File: config.mk
export PLATFORM = sky130hd
export DESIGN_NAME = serial_deser
export DESIGN_NICKNAME = d
export VERILOG_FILES = /design/src/rtl/serial_deser_pkg.sv /design/src/rtl/deser_bit_cnt.sv /design/src/rtl/serial_deser.sv
export SDC_FILE = /design/constraint.sdc
export NUM_CORES = 1
export LEC_CHECK = 0
export CORE_MARGIN = 10
export CORE_UTILIZATION = 54
export CTS_CLUSTER_DIAMETER = 30
export DETAILED_ROUTE_END_ITERATION = 16
export PLACE_DENSITY = 0.85
export SYNTH_ARGS = -nofsm -noshare
export SYNTH_HDL_FRONTEND = slang
export SYNTH_SLANG_ARGS = --single-unit
File: constraint.sdc
create_clock -name clk -period 3.2 [get_ports clk]
set_clock_uncertainty 0.15 [all_clocks]
set_input_delay 0.96 -clock clk [delete_from_list [all_inputs] [get_ports clk]]
set_output_delay 0.96 -clock clk [all_outputs]
set_load 0.02 [all_outputs]
File: src/rtl/serial_deser_pkg.sv
// rtl/serial_deser_pkg.sv - shared types and constants for the serial deserializer
package serial_deser_pkg;

  // Word assembly phases: data bits, then (optionally) one parity bit
  typedef enum logic {
    S_DATA = 1'b0,
    S_PAR  = 1'b1
  } state_t;

  localparam int DEFAULT_WIDTH = 8;

  // Bits needed to hold a count of 0..w
  function automatic int cnt_width(input int w);
    return $clog2(w + 1);
  endfunction

endpackage

File: src/rtl/deser_bit_cnt.sv
// rtl/deser_bit_cnt.sv - wrapping bit counter with enable and terminal-count flag
module deser_bit_cnt #(
  parameter int MAX = 8,
  parameter int CW  = 4
) (
  input  logic clk,
  input  logic reset,
  input  logic en,
  output logic tc
);

  localparam logic [CW-1:0] LAST = CW'(MAX - 1);

  logic [CW-1:0] count;

  assign tc = (count == LAST);

  // Count enabled strobes, wrapping to zero after the last bit of a word
  always_ff @(posedge clk) begin
    if (reset) begin
      count <= '0;
    end else if (en) begin
      if (tc) count <= '0;
      else    count <= count + 1'b1;
    end
  end

endmodule

File: src/rtl/serial_deser.sv
// rtl/serial_deser.sv - MSB-first serial-to-parallel deserializer with one-word output buffer (optional parity: SERIAL_DESER_PARITY_EN)
module serial_deser
  import serial_deser_pkg::*;
#(
  parameter int WIDTH = DEFAULT_WIDTH
) (
  input  logic             clk,
  input  logic             reset,
  input  logic             d,
  input  logic             d_en,
  input  logic             out_ready,
  output logic [WIDTH-1:0] q_data,
  output logic             q_valid,
  output logic             parity_err,
  output logic             overrun
);

  localparam int CW = cnt_width(WIDTH);

  state_t           state;
  state_t           next_state;
  logic             bit_tc;
  logic             cnt_en;
  logic             complete;
  logic [WIDTH-1:0] word_data;
  logic             word_perr;
  logic             perr_q;

`ifdef SERIAL_DESER_PARITY_EN
  // Full word is held in the shift register while the parity bit arrives
  logic [WIDTH-1:0] sr;
  logic [WIDTH-1:0] sr_next;

  assign sr_next   = {sr[WIDTH-2:0], d};
  assign word_data = sr;
  assign word_perr = (^sr) ^ d;
`else
  // Completion uses the incoming bit directly, so only WIDTH-1 bits are stored
  logic [WIDTH-2:0] sr;
  logic [WIDTH-2:0] sr_next;

  assign word_data = {sr, d};
  assign sr_next   = word_data[WIDTH-2:0];
  assign word_perr = 1'b0;
`endif

  deser_bit_cnt #(
    .MAX (WIDTH),
    .CW  (CW)
  ) u_bit_cnt (
    .clk   (clk),
    .reset (reset),
    .en    (cnt_en),
    .tc    (bit_tc)
  );

  // FSM state register
  always_ff @(posedge clk) begin
    if (reset) state <= S_DATA;
    else       state <= next_state;
  end

  // FSM next-state: leave S_DATA after the last data bit only when parity follows
  always_comb begin
    next_state = state;
    case (state)
      S_DATA: begin
`ifdef SERIAL_DESER_PARITY_EN
        if (d_en && bit_tc) next_state = S_PAR;
`else
        next_state = S_DATA;
`endif
      end
      S_PAR: begin
        if (d_en) next_state = S_DATA;
      end
      default: next_state = S_DATA;
    endcase
  end

  // FSM outputs: shift/count enable and word-complete pulse
  always_comb begin
    cnt_en   = 1'b0;
    complete = 1'b0;
    case (state)
      S_DATA: begin
        cnt_en = d_en;
`ifndef SERIAL_DESER_PARITY_EN
        complete = d_en && bit_tc;
`endif
      end
      S_PAR: begin
        complete = d_en;
      end
      default: begin
        cnt_en   = 1'b0;
        complete = 1'b0;
      end
    endcase
  end

  // Shift register: MSB-first, moves only on data strobes
  always_ff @(posedge clk) begin
    if (reset)       sr <= '0;
    else if (cnt_en) sr <= sr_next;
  end

  // Output buffer: load when empty or being drained, otherwise drop and flag overrun
  always_ff @(posedge clk) begin
    if (reset) begin
      q_data  <= '0;
      q_valid <= 1'b0;
      perr_q  <= 1'b0;
      overrun <= 1'b0;
    end else if (complete) begin
      if (!q_valid || out_ready) begin
        q_data  <= word_data;
        q_valid <= 1'b1;
        perr_q  <= word_perr;
      end else begin
        overrun <= 1'b1;
      end
    end else if (q_valid && out_ready) begin
      q_valid <= 1'b0;
    end
  end

`ifdef SERIAL_DESER_PARITY_EN
  assign parity_err = perr_q;
`else
  assign parity_err = 1'b0;
`endif

endmodule

==> out/qor.txt <==
Hold Crit Class = reg -> reg
mean routed wirelength per cell = 13.8 um
main combinational cell family by area after synthesis = simple AND/OR/NAND/NOR gates
Max-Cap Viols = 0
most frequent cells in the layout = dfxtp_1, nand2_1, nand2b_1
crit path max fanout = 2
Slew HR = 57.1%
Synth Instances = 102
Post-CTS Hold Fix Bufs = 0
Non-Filler Instances = 132
simple-gate area share of the yosys netlist = 24.9%
met1 WL = 756 um
Ys Warns = 0
WP data required = 2.09 ns
combinational share of power = 5.5%
Net Sw Frac = 19.4%
total clock sinks = 22
f_max = 0.416 GHz
Worst Setup Slack post-DPL = 0.584 ns
register area share after synthesis = 47.4%
number of global-route vias before repair = 709
Synth cell types = 25
cell with the largest stage delay on the worst path = clkdlybuf4s50_1
core region area = 1560 um2
Synth Area in XOR/XNOR = 0.943%
Slew @ Worst Pin = 0.641 ns
# rows = 14
starting density of the core = 59.6%
DP HPWL = 1.38 mm
Seq cells post-synth = 22
Die Height = 61.5 um
commonest non-fill, non-tap cell in the layout = dfxtp_1
NetSw = 100 uW
final core utilization = 72.5%
CP cell instances = clkdlybuf4s50_1
clock network power share = 40.4%
maximum vdd drop = 0.410 mV
PortBufs = 14
critical path capture point type = output pin
Final #Nets = 123
Top Metal Used = met4
Slew Viols, Final = 0
Syn Nets = 108
Synth Area in Compound Gates = 12.3%
H-tree depth = 1
post-CTS resize count = 0
share of cells above drive strength 1 = 9.48%
DR WL met2 = 956 um
CTS tree = built
final hold vios = 0
Inst Count DP = 128
Worst EP arrival = 1.29 ns
post-layout minimum cycle time = 2.40 ns
gpl congestion = 0.747
buffer and inverter count on the worst path = 1
Top delay family on crit path = buffers and inverters
routed via count = 694
ant diodes = 0
leakage = 0.376 nW
Reg clk slew, reported paths = 0.11 ns
vias per inst = 5.26
initial antenna violation count = 0
internal power = 417 uW
critical path class = reg -> out
Post-Syn Area per Cell = 9.10 um2
root buf cell = clkbuf_4
PwrDens = 458 nW/um2
Detailed Route WL = 1.82 mm
worst skew pair latency = 0.31 ns
Setup Buffers After CTS = 0
TritonCTS Buffers = 3
DRC viols = 0
setup ws final = 0.796 ns
Layout area overhead = 21.7%
Die W = 61.5 um
largest net degree at the start of global routing = 25
ANT nets after route = 0
Max clock buf depth = 2
Final setup viols = 0
hold slack = 0.299 ns
Critical Path Source Type = flop
post-synth design cell area = 928 um2
GRT Util Overall = 11.1%
IO Pins = 16
slowest cell delay on critical path = 0.63 ns
sequential share of power = 54.2%
first-pass GRT wire length = 3.17 mm
status = finished clean
Synth Area in Adders = 1.35%
RSZ-0062 raised after global routing = false
Overflow after GRT = 0
drt pass-1 iters = 4
met3 routed WL = 95 um
initial detailed-routing violation count = 7
die area = 3780 um2
final setup TNS = 0 ns
Final period util = 75.1%
proportion of synthesized area in mux cells = 8.63%
## final cells by class
type,count,area [um2]
multi-input cells,71,450
flip-flops and latches,22,440
fillers,117,429
repair buffers,16,155
clock inverters,1,30.0
clock buffers,3,22.5
well taps,16,20.0
inverters,3,11.3
## logic make-up after synthesis
logic type,after synthesis
and+or+nand+nor,43
buffers and inverters,9
other,1
adders and majority gates,1
DFF,22
muxes,8
AOI/OAI and AO/OA,17
xor gates and xnor gates,1
## layer usage
| metal | vias to the layer above | GRT usage [%] |
|---|---|---|
| met5 | - | 0 |
| met4 | 0 | 5.73 |
| met3 | 2 | 2.06 |
| met2 | 16 | 20.3 |
| met1 | 313 | 11.8 |
| li1 | 363 | - |
## state kept, by name, summed over array words and instances, names as in the netlist
signal,cells
u_bit_cnt.count,4
state,1
q_valid,1
sr,7
overrun,1
q_data,8
## power by group through the flow
stage	clock (mW)	sequential (mW)	combinational [mW]
3_5_place_dp	0	0.286	0.0283
4_1_cts	0.213	0.280	0.0285
5_1_grt	0.223	0.281	0.0316
6_report	0.209	0.280	0.0283
3_3_place_gp	0	0.286	0.0267
2_1_floorplan	0	0.286	0.0188
## worst reg2reg max path, delay by kind of cell, from the launching register on
family,cells,cell delay [ns]
compound gates,1,0.55
fa+ha+maj,1,0.23
flops,1,0.39
mux,1,0.27
simple gates,1,0.13
## metrics by stage
| step | cell area, um2 | power, mW |
|---|---|---|
| 3_5_place_dp | 1080 | 0.315 |
| 6_report | 1130 | 0.517 |
| 5_1_grt | 1130 | 0.535 |
| 4_1_cts | 1130 | 0.521 |
| 3_3_place_gp | 1080 | 0.313 |
| 2_1_floorplan | 928 | 0.304 |
## final timing paths
path / start / to / slack [ns] / cells past startpoint
setup / recovery: q_valid / q_valid / 0.80 / 1
hold / removal: overrun / overrun / 0.30 / 2
setup reg to reg: u_bit_cnt.count[0] / q_data[2] / 1.41 / 4
hold reg to reg: overrun / overrun / 0.30 / 2
## cells in the mapped netlist
cell / instances / area, um2
a2111o_1: 1 / 11.3
a211oi_4: 1 / 20.0
a21oi_1: 12 / 60.1
and3b_2: 1 / 10.0
buf_4: 1 / 7.51
clkbuf_1: 5 / 18.8
conb_1: 1 / 3.75
dfxtp_1: 22 / 440
ha_1: 1 / 12.5
inv_1: 2 / 7.51
inv_2: 1 / 3.75
mux2i_1: 8 / 80.1
nand2_1: 17 / 63.8
nand2b_1: 17 / 106
nand3_1: 1 / 5.00
nand3b_1: 1 / 7.51
nand3b_2: 1 / 11.3
nor2_1: 1 / 3.75
nor2b_1: 2 / 12.5
nor3_1: 1 / 5.00
o211ai_1: 1 / 7.51
o21ai_0: 1 / 5.00
o21ba_2: 1 / 10.0
or3_1: 1 / 6.26
xor2_1: 1 / 8.76
Note: power is estimated with default switching activity, not from simulation.
